===== config.mk =====
export PLATFORM = sky130hd
export DESIGN_NAME = uart_rx_os
export DESIGN_NICKNAME = d
export VERILOG_FILES = /design/src/rtl/uart_rx_os.sv
export SDC_FILE = /design/constraint.sdc
export NUM_CORES = 1
export LEC_CHECK = 0
export ABC_AREA = 1
export BUFFER_PORTS_ARGS = -buffer_cell sky130_fd_sc_hd__buf_2
export CAP_MARGIN = 30
export CORE_ASPECT_RATIO = 0.9
export CORE_MARGIN = 5
export CORE_UTILIZATION = 35
export CTS_BUF_LIST = sky130_fd_sc_hd__clkbuf_16
export DETAILED_ROUTE_END_ITERATION = 10
export PLACE_DENSITY = 0.5
export SLEW_MARGIN = 15
export SYNTH_ARGS = -nofsm -noshare
export SYNTH_HDL_FRONTEND = slang
export SYNTH_SLANG_ARGS = --single-unit

===== constraint.sdc =====
create_clock -name clk -period 1.9 [get_ports clk]
set_clock_uncertainty 0.1 [all_clocks]
set_input_delay 0.38 -clock clk [delete_from_list [all_inputs] [get_ports clk]]
set_output_delay 0.38 -clock clk [all_outputs]
set_load 0.05 [all_outputs]

===== src/rtl/uart_rx_os.sv =====
// Oversampling UART receiver: 16 sample ticks per bit, mid-bit sampling,
// start-glitch rejection, optional parity, one or two stop bits and break hold-off.
module uart_rx_os #(
  parameter int CLKS_PER_SAMPLE = 651,
  parameter int DATA_BITS       = 8,
  parameter int PARITY          = 0,
  parameter int STOP_BITS       = 1
) (
  input  logic                 clk,
  input  logic                 nreset,
  input  logic                 txd,
  output logic [DATA_BITS-1:0] data,
  output logic                 valid,
  output logic                 parity_err,
  output logic                 framing_err,
  output logic                 busy
);

  localparam int TW = (CLKS_PER_SAMPLE > 1) ? $clog2(CLKS_PER_SAMPLE) : 1;
  localparam int BW = $clog2(DATA_BITS + 1);
  localparam logic [TW-1:0] TICK_LAST = TW'(CLKS_PER_SAMPLE - 1);
  localparam logic [BW-1:0] BIT_LAST  = BW'(DATA_BITS - 1);
  localparam logic          STOP_LAST = 1'(STOP_BITS - 1);

  typedef enum logic [2:0] {
    S_IDLE, S_START, S_DATA, S_PAR, S_STOP, S_BREAK
  } state_t;

  state_t               state;
  logic                 txd_m, txd_s;
  logic [TW-1:0]        tick_cnt;
  logic [3:0]           s_cnt;
  logic [BW-1:0]        bit_cnt;
  logic                 stop_cnt;
  logic [DATA_BITS-1:0] shift;
  logic                 perr_n, ferr_n;
  logic                 tick, mid, last, stop_low_seen;

  assign tick          = (tick_cnt == TICK_LAST);
  assign mid           = (s_cnt == 4'd7);
  assign last          = (s_cnt == 4'd15);
  assign stop_low_seen = ferr_n | ~txd_s;
  assign busy          = (state != S_IDLE);

  // Synchroniser presets to the idle line level so reset never looks like a start bit.
  always_ff @(posedge clk or negedge nreset) begin
    if (!nreset) begin
      txd_m <= 1'b1;
      txd_s <= 1'b1;
    end else begin
      txd_m <= txd;
      txd_s <= txd_m;
    end
  end

  always_ff @(posedge clk or negedge nreset) begin
    if (!nreset) begin
      state       <= S_IDLE;
      tick_cnt    <= '0;
      s_cnt       <= '0;
      bit_cnt     <= '0;
      stop_cnt    <= 1'b0;
      shift       <= '0;
      perr_n      <= 1'b0;
      ferr_n      <= 1'b0;
      data        <= '0;
      valid       <= 1'b0;
      parity_err  <= 1'b0;
      framing_err <= 1'b0;
    end else begin
      valid <= 1'b0;
      case (state)
        S_IDLE: begin
          tick_cnt <= '0;
          s_cnt    <= '0;
          bit_cnt  <= '0;
          if (!txd_s) begin
            state    <= S_START;
            perr_n   <= 1'b0;
            ferr_n   <= 1'b0;
            stop_cnt <= 1'b0;
          end
        end
        S_BREAK: begin
          tick_cnt <= '0;
          s_cnt    <= '0;
          if (txd_s) state <= S_IDLE;
        end
        default: begin
          if (!tick) begin
            tick_cnt <= tick_cnt + 1'b1;
          end else begin
            tick_cnt <= '0;
            s_cnt    <= s_cnt + 1'b1;
            case (state)
              S_START: begin
                if (mid && txd_s) begin
                  state <= S_IDLE;
                  s_cnt <= '0;
                end else if (last) begin
                  state   <= S_DATA;
                  bit_cnt <= '0;
                end
              end
              S_DATA: begin
                if (mid) shift <= {txd_s, shift[DATA_BITS-1:1]};
                if (last) begin
                  bit_cnt <= bit_cnt + 1'b1;
                  if (bit_cnt == BIT_LAST) state <= (PARITY != 0) ? S_PAR : S_STOP;
                end
              end
              S_PAR: begin
                // Odd parity wants the XOR over data and parity bit to be 1, even wants 0.
                if (mid) perr_n <= (PARITY == 1) ? ~(^{shift, txd_s}) : (^{shift, txd_s});
                if (last) state <= S_STOP;
              end
              S_STOP: begin
                if (mid) begin
                  if (stop_cnt == STOP_LAST) begin
                    data        <= shift;
                    parity_err  <= perr_n;
                    framing_err <= stop_low_seen;
                    valid       <= 1'b1;
                    state       <= txd_s ? S_IDLE : S_BREAK;
                    s_cnt       <= '0;
                  end else begin
                    ferr_n <= stop_low_seen;
                  end
                end else if (last) begin
                  stop_cnt <= stop_cnt + 1'b1;
                end
              end
              default: state <= S_IDLE;
            endcase
          end
        end
      endcase
    end
  end

endmodule


==> flow_summary.ini, run 1 <==
[global_route]
track_usage_pct = 11.7
grt_overflow = 0
grt_max_degree = 46
grt_pass1_vias = 1687
antenna_found_initial = 0
grt_pass1_wl_microns = 8110

[synthesis]
synth_edf_count = 0
synth_area_leaders = dfrtp_1, nand2_1, nand3_1
synth_flop_cell = dfrtp_1
synth.net_count = 283
syn_inst = 276
ys_async_sr_fraction_pct = 100
ys_seq_area_share_pct = 47.5
synth_cell_types = 33
avgSynthCellArea_sq_um = 8.61
mappedNetlistArea_sq_mm = 0.00238
synth.ff_latch_count = 45
synth_top_cell_by_area = dfrtp_1
yosysTopAreaCellShare_pct = 45.3
yosysWarnings = 0

[worst_hold_path]
min_from = txd
whs_endpoint = txd_m
hold_class = in2reg
whs_path_depth = 1

[sta]
rsz0062_at_grt = no
max_freq_ghz = 0.564
tightest_slew_ns = 0.342
drv_slew = 0
setup_viol = 0
slew_headroom_pct = 77.1
fin_crit_sh_pct = 93.3
finalHoldViolations = 0
period_needed_ns = 1.77
fin_setup_tns_ns = 0

[power]
power_density_mw_per_mm2 = 680
max-vdd-ir-drop_uv = 621
cellLeakagePower_nw = 1.30

[placed_design]
portBuffers = 14
place.gp.congestion = 0.760
dp_hpwl_microns = 3160
dpl.cell_count = 381

[clock_tree]
clockRootBuffer = clkbuf_16
clk_pin_slew_worst_paths_ns = 0.07
htree_levels = 2
cts_tree = yes
clkSinkCount = 45
cts_buffers = 5
clock_latency_ns = 0.28
clockBufferDepth = 2

[setup_path]
reg2reg_depth = 8
crit_fanout = 20
cp.required_ns = 1.97
rr_startpoint = s_cnt[1]
r2r-end = data[0]
crit_path_start_kind = flop
r2r_slack_ns = 0.13
cp.arrival_ns = 1.84
worstSetupEndpointType = flop
setup.worst_path.class = reg2reg

[cells_and_area]
area_growth_pct = 16.6
fin_cells = 391
fillers = 673
drive_gt1_share_pct = 22.3
final_nets = 307
antennaDiodeCount = 0

[detailed_routing]
avgViaCountPerCell = 4.49
drt_iter0_markers = 114
wirelength_microns = 4620
wire_per_inst_microns = 11.8
drtPass1Iterations = 4
drcViolationCount = 0
num_vias = 1756
antenna_left = 0

[floorplan]
ios = 15
core_area_sq_mm = 0.00659
die_h_microns = 88.2
die_x_microns = 96.9
start_util_pct = 36.1
rows = 28
fp.dieArea_sq_mm = 0.00854

[outcome]
status = finished clean

[flow_run]
cap_viol_max_count = 0
==> how the worst max path moves through the flow <==
| stage | cells past startpoint | endpoint | startpoint | slack [ns] |
|---|---|---|---|---|
| final | 8 | data[0] | s_cnt[1] | 0.13 |
| after global routing | 9 | shift[1] | tick_cnt[0] | 0.002 |
| after CTS | 9 | data[1] | tick_cnt[0] | 0.07 |
| after detailed placement | 9 | data[1] | tick_cnt[0] | 0.08 |
| after global placement | 9 | data[1] | tick_cnt[0] | 0.11 |
| after floorplan | 10 | shift[6] | tick_cnt[0] | 0.26 |
==> state kept, by name (all words and copies together) (netlist names) <==
name and flops:
bit_cnt 4, state 3, txd_m 1, framing_err 1, tick_cnt 10, shift 8, txd_s 1, parity_err 1
valid 1, ferr_n 1, s_cnt 4, perr_n 1, stop_cnt 1, data 8
==> Yosys cell counts (2+ instances only) <==
cell     count
inv_2        5
o21ai_1     13
xor2_1       7
ha_1         4
inv_1       24
buf_4        2
nor2_1      20
xnor2_1      2
or2_2        3
nand2_1     74
nand3_1     24
nand3_4      2
o21ai_0     13
nand2_2      4
nand2_4      2
dfrtp_1     43
nand3_2      2
o21ai_2      8
a21oi_1      4
nor2_4       3
dfstp_2      2
buf_6        2
buf_2        2
nand4_1      2
==> what timing repair did <==
action	4_1_cts	5_1_grt
setup endpoints to repair	0	21
hold endpoints to repair	43	0
setup buffers	0	0
hold buffers	1	0
resized for setup	0	4
==> worst max-delay path, stage by stage (launching register included) <==
cell,delay [ns]
dfrtp_1,0.38
ha_1,0.18
nand2_1,0.09
nor2_4,0.21
nand2_1,0.11
nor2_1,0.29
nand2_8,0.16
nand2_1,0.09
o21ai_1,0.06
==> layer usage <==
metal	track usage, %	routed length, microns	vias up
met2	17.9	1980	19
met4	2.68	48	0
met3	3.26	162	4
met1	16.6	2430	795
li1	-	-	938
met5	0	0	-
==> cell usage in the layout (no fill, tap or decap), drive strengths merged <==
| cell type | count |
|---|---|
| nand2 | 81 |
| o21ai | 35 |
| o31ai | 1 |
| and3 | 1 |
| dlygate4sd3 | 1 |
| clkbuf | 5 |
| nor3b | 1 |
| nor2 | 25 |
| nor3 | 1 |
| buf | 21 |
| o21a | 1 |
| ha | 4 |
| clkinvlp | 1 |
| or2 | 3 |
| inv | 31 |
| xnor2 | 2 |
| nand3 | 29 |
| dfstp | 2 |
| a21oi | 4 |
| dfrtp | 43 |
| xor2 | 7 |
| nand4 | 2 |
==> area by class of cell <==
cell class / instances / area (sq um) / area share, %
sequential: 45 / 1130 / 40.7
multi-input combinational: 197 / 1120 / 40.6
timing repair buffer: 22 / 145 / 5.24
clock buffer: 5 / 125 / 4.52
tap: 90 / 113 / 4.07
inverter: 29 / 109 / 3.93
clock inverter: 3 / 25.0 / 0.903
==> cells by family (layout without fill, tap and decap cells) <==
family	count (synthesis)	count (layout)	synth area share [%]
AND/OR/NAND/NOR	142	143	29.9
flip-flops	45	45	47.5
AO/OA/AOI/OAI	41	41	10.6
buffers and inverters	35	59	6.58
XOR/XNOR	9	9	3.32
adder cells (fa/ha/maj)	4	4	2.11
==> power breakdown <==
| part | switching, W | leakage (nW) | internal (W) |
|---|---|---|---|
| sequential | 0.00000323 | 0.607 | 0.000961 |
| clock | 0.000389 | 0.0708 | 0.000497 |
| combinational | 0.0000240 | 0.620 | 0.00000935 |
==> stage by stage <==
stage                     instance area, sq um  hold WS (ns)  power (W)  setup slack, ns  util, %
after global routing                      2770        0.0815    0.00195          0.00229     42.1
after global placement                    2580         0.260    0.00102            0.112     39.1
after detailed placement                  2580         0.257    0.00102           0.0808     39.1
after floorplan                           2380       -0.0156   0.000988            0.261        -
final                                     2770        0.0919    0.00188            0.126     42.1
after CTS                                 2740        0.0868    0.00191           0.0710     41.5
Power figures use the tool's default switching activity.
==> inputs of run 2 (changes only) <==
- BUFFER_PORTS_ARGS: -buffer_cell sky130_fd_sc_hd__buf_2 -> default
- DONT_BUFFER_PORTS: default -> 1
- PLACE_DENSITY: 0.5 -> 0.48
==> run 2 against run 1 <==
Register-to-register slack about the same. Die area unchanged. Wire length increased by 0.50%. Cell area decreased by 1.8%. Power up 5.1%. Combinational power grew 5%. Cell count shrank 3.3%. Worst hold slack better by 0.17 ns. Largest cell class unchanged. Global-route usage barely moved. Sequential share of layout area increased by 0.75 points. Sequential power about the same.
==> flow_summary.ini, run 2 (synthesis gave the netlist of run 1 again) <==
[setup_path]
slowest_delay_ns = 0.40
critPathBufInv = 1
cp.required_ns = 2.01
r2r_slack_ns = 0.11
reg2reg_depth = 8
setup.worst_path.class = reg2reg
worstPathCellList = inv_1 -> ha_1 -> nand2_1 -> nor2_2 -> nand3_4 -> nor2_8 -> nand3_2 -> o21ai_2
crit_cells = 8
worstSetupEndpointType = flop
crit_fanout = 8
crit_path_start_kind = flop
path_delay_family = simple AND/OR/NAND/NOR gates
worst_path_max_delay_cell = dfrtp_1
cp.arrival_ns = 1.90

[clock_tree]
clkSinkCount = 45
clock_latency_ns = 0.29
clk_pin_slew_worst_paths_ns = 0.06
cts_tree = yes
htree_levels = 2
cts_buffers = 5
clockRootBuffer = clkbuf_16
clockBufferDepth = 2

[cells_and_area]
seqCellArea_sq_mm = 0.00113
antennaDiodeCount = 0
multi_input_area_sq_mm = 0.00111
top_regs = tick_cnt (10), data (8), shift (8)
largest-register = tick_cnt
largest_reg_flops = 10
fillers = 685
layout_common_cells = nand2_1, dfrtp_1, inv_1, nand3_1, nor2_1
final_nets = 294
mostFrequentLayoutCell = nand2_1
area_growth_pct = 14.5
drive_gt1_share_pct = 18.4

[sta]
fin_hold_ws_ns = 0.259
drv_slew = 0
max_freq_ghz = 0.560
finalHoldViolations = 0
rsz0062_at_grt = yes
slew_headroom_pct = 67.7
period_needed_ns = 1.79
fin_crit_sh_pct = 94.0
tightest_slew_ns = 0.484
setup_viol = 0

[floorplan]
die_h_microns = 88.2
ios = 15
core_area_sq_mm = 0.00659
die_x_microns = 96.9
fp.dieArea_sq_mm = 0.00854
start_util_pct = 36.1
rows = 28

[global_route]
grt_pass1_wl_microns = 8000
track_usage_pct = 11.6
grt_max_degree = 46
antenna_found_initial = 0
grt_pass1_vias = 1685
grt_overflow = 0

[worst_hold_path]
hold_class = reg2reg
whs_path_depth = 0

[detailed_routing]
num_vias = 1758
drcViolationCount = 0
avgViaCountPerCell = 4.65
wire_per_inst_microns = 12.3
drt_iter0_markers = 86
drtPass1Iterations = 4
antenna_left = 0
wirelength_microns = 4640

[power]
cellLeakagePower_nw = 1.25
max-vdd-ir-drop_uv = 351
finalPower_w = 0.00198
power_density_mw_per_mm2 = 727

[flow_run]
cap_viol_max_count = 0

[placed_design]
dp_hpwl_microns = 3320
portBuffers = 0
place.gp.congestion = 0.759

[outcome]
status = finished clean
-- run 2: changes by cell type in the layout (fill, tap and decap cells not counted), moves of 2 or more --
cell,delta
buf_2,-14
inv_6,-2
nor2_1,-2
nor2_2,+2
-- run 2: metal layers --
metal	vias up	global-route usage [%]	share of wire, %
li1	911	-	-
met1	816	16.0	51
met2	26	17.9	43
met5	-	0	0
met3	5	2.87	4.2
met4	0	4.59	1.4
-- run 2: final timing paths --
path,from,endpoint
setup reg to reg,tick_cnt[0],shift[1]
hold / removal,txd_m,txd_s
setup / recovery,tick_cnt[0],shift[1]
min in group asynchronous,nreset,data[3]
hold reg to reg,txd_m,txd_s
max in group asynchronous,nreset,txd_s
-- run 2: layout make-up --
class	instances	share of cell area [%]
clock inverter	3	1.52
tap	90	4.14
timing repair buffer	9	3.40
inverter	29	4.00
sequential	45	41.5
multi-input combinational	197	40.8
clock buffer	5	4.60
-- run 2: per-stage QoR --
stage | setup WS (ns) | setup TNS [ns] | util, % | area, sq um | std cells
after floorplan | 0.261 | 0 | - | 2380 | 276
after global placement | 0.0833 | 0 | 37.7 | 2490 | 366
after detailed placement | 0.0547 | 0 | 37.7 | 2490 | 366
after CTS | 0.0457 | 0 | 41.0 | 2700 | 377
after global routing | -0.0207 | -0.0706 | 41.3 | 2720 | 378
final | 0.113 | 0 | 41.3 | 2720 | 378
-- run 2: power by group --
group | internal, W | total (W) | switching (W)
logic | 0.0000109 | 0.0000351 | 0.0000242
registers | 0.000962 | 0.000965 | 0.00000305
clock network | 0.000616 | 0.000979 | 0.000363
-- run 2: timing repair --
| item | in CTS | in global routing |
|---|---|---|
| endpoints found under the setup margin | 0 | 25 |
| hold buffers | 3 | 0 |
| endpoints found under the hold margin | 46 | 0 |
| buffers inserted | 0 | 0 |
| gates resized for setup | 0 | 4 |
==> inputs of run 3 (changes only) <==
- CELL_PAD_IN_SITES_DETAIL_PLACEMENT: default -> 1
- CELL_PAD_IN_SITES_GLOBAL_PLACEMENT: default -> 1
- PLACE_DENSITY: 0.48 -> 0.59
==> run 3 against run 2 <==
Global-route usage up 1.5 points. Critical endpoint is now busy. Highest routed layer unchanged. Worst hold slack got worse by 0.0021 ns. Cell count is 0.26% lower. Largest power group unchanged. Cell area down 0.32%. Wire length grew 5.8%. Clock-buffer cell count did not move.
==> flow_summary.ini, run 3 (synthesis gave the netlist of run 1 again) <==
[clock_tree]
clockBufferDepth = 2
clockRootBuffer = clkbuf_16
cts_buffers = 5
clock_latency_ns = 0.29
htree_levels = 2
cts_tree = yes
clkSinkCount = 45
clk_pin_slew_worst_paths_ns = 0.06

[setup_path]
worstSetupStartpoint = state[0]
critPathBufInv = 1
rr_startpoint = s_cnt[0]
slowest_delay_ns = 0.46
worst_path_max_delay_cell = dfrtp_1
worstPathCellList = nor2_4 -> nand2_8 -> buf_4
worstSetupEndpointType = output pin
crit_path_start_kind = flop
cp.arrival_ns = 1.28
setup.worst_path.class = reg2out
path_delay_family = flip-flops
crit_fanout = 7
cp.required_ns = 1.42

[cells_and_area]
drive_gt1_share_pct = 18.1
antennaDiodeCount = 0
seqCellArea_sq_mm = 0.00113
largest-register = tick_cnt
mostFrequentLayoutCell = nand2_1
layout_common_cells = nand2_1, dfrtp_1, inv_1
fillers = 796
fin_util_pct = 41.2
largest_reg_flops = 10
multi_input_area_sq_mm = 0.00110
final_nets = 293
top_regs = tick_cnt (10), data (8), shift (8)
area_growth_pct = 14.1

[global_route]
grt_pass1_wl_microns = 9140
grt_max_degree = 46
grt_overflow = 0
gr-usage-met1_pct = 16.7
track_usage_pct = 13.1
use_met2_pct = 22.2
antenna_found_initial = 0
grt_pass1_vias = 1916
use_met3_pct = 3.34
top_usage_layer = met2

[detailed_routing]
drtPass1Iterations = 6
wire_per_inst_microns = 13.0
wirelength_microns = 4910
drt_iter0_markers = 32
avgViaCountPerCell = 4.71
antenna_left = 0
drcViolationCount = 0
num_vias = 1774

[sta]
slew_headroom_pct = 66.7
drv_slew = 0
period_needed_ns = 1.76
fin_crit_sh_pct = 92.6
rsz0062_at_grt = no
finalHoldViolations = 0
fin_setup_tns_ns = 0
tightest_slew_ns = 0.499
max_freq_ghz = 0.568
setup_viol = 0

[flow_run]
cap_viol_max_count = 0

[worst_hold_path]
min_from = txd_m
hold_class = reg2reg

[placed_design]
place.gp.congestion = 0.719
dp_hpwl_microns = 3640
portBuffers = 0

[floorplan]
fp.dieArea_sq_mm = 0.00854
die_x_microns = 96.9
start_util_pct = 36.1
core_area_sq_mm = 0.00659
ios = 15
rows = 28
die_h_microns = 88.2

[power]
power_density_mw_per_mm2 = 737
max-vdd-ir-drop_uv = 325
cellLeakagePower_nw = 1.26

[outcome]
status = finished clean
run 3: stage by stage:
step	instances	worst slack, ns	total power (W)	instance area, sq um	hold WS [ns]
final	377	0.141	0.00200	2710	0.257
after floorplan	276	0.261	0.000988	2380	-0.0156
after CTS	377	0.0383	0.00203	2700	0.260
after global routing	377	0.00713	0.00208	2710	0.267
after global placement	366	0.105	0.000990	2490	-0.0138
after detailed placement	366	0.0796	0.000990	2490	-0.0136
run 3: report_power, final:
group / internal (W) / leakage [nW] / switching, W
clock: 0.000619 / 0.0852 / 0.000380
combinational: 0.0000109 / 0.568 / 0.0000248
sequential: 0.000962 / 0.607 / 0.00000313
total: 0.00159 / 1.26 / 0.000408
run 3: worst register-to-register path, stage by stage, from the launching register on:
cell and delay (ns):
dfrtp_1 0.39, ha_2 0.23, nand2_1 0.10, nor2_4 0.15, nand2_1 0.11, nor2_1 0.18
nand2_4 0.18, nand2_1 0.10, o21ai_1 0.07
run 3: path summary, 6_finish.rpt:
path	end	slack (ns)	cells past startpoint
min in group asynchronous	tick_cnt[7]	0.49	2
hold / removal	txd_s	0.26	0
max in group asynchronous	txd_m	0.93	2
hold reg to reg	txd_s	0.26	0
setup / recovery	busy	0.14	3
setup reg to reg	data[0]	0.16	8
run 3: repair_timing:
action	CTS	global route
setup buffers	0	0
gates resized for setup	0	3
endpoints found under the hold margin	46	0
hold buffers	3	0
setup endpoints to repair	0	15
run 3: cell type report:
type | instances | share of cell area, %
flip-flops and latches | 45 | 41.6
multi-input cells | 196 | 40.6
clock buffers | 5 | 4.61
well taps | 90 | 4.15
inverters | 29 | 4.01
repair buffers | 9 | 3.41
clock inverters | 3 | 1.57
run 3: layer usage:
layer,wire (microns),part of all wire [%]
met5,0,0
met2,2290,47
met1,2410,49
met3,177,3.6
met4,34,0.69
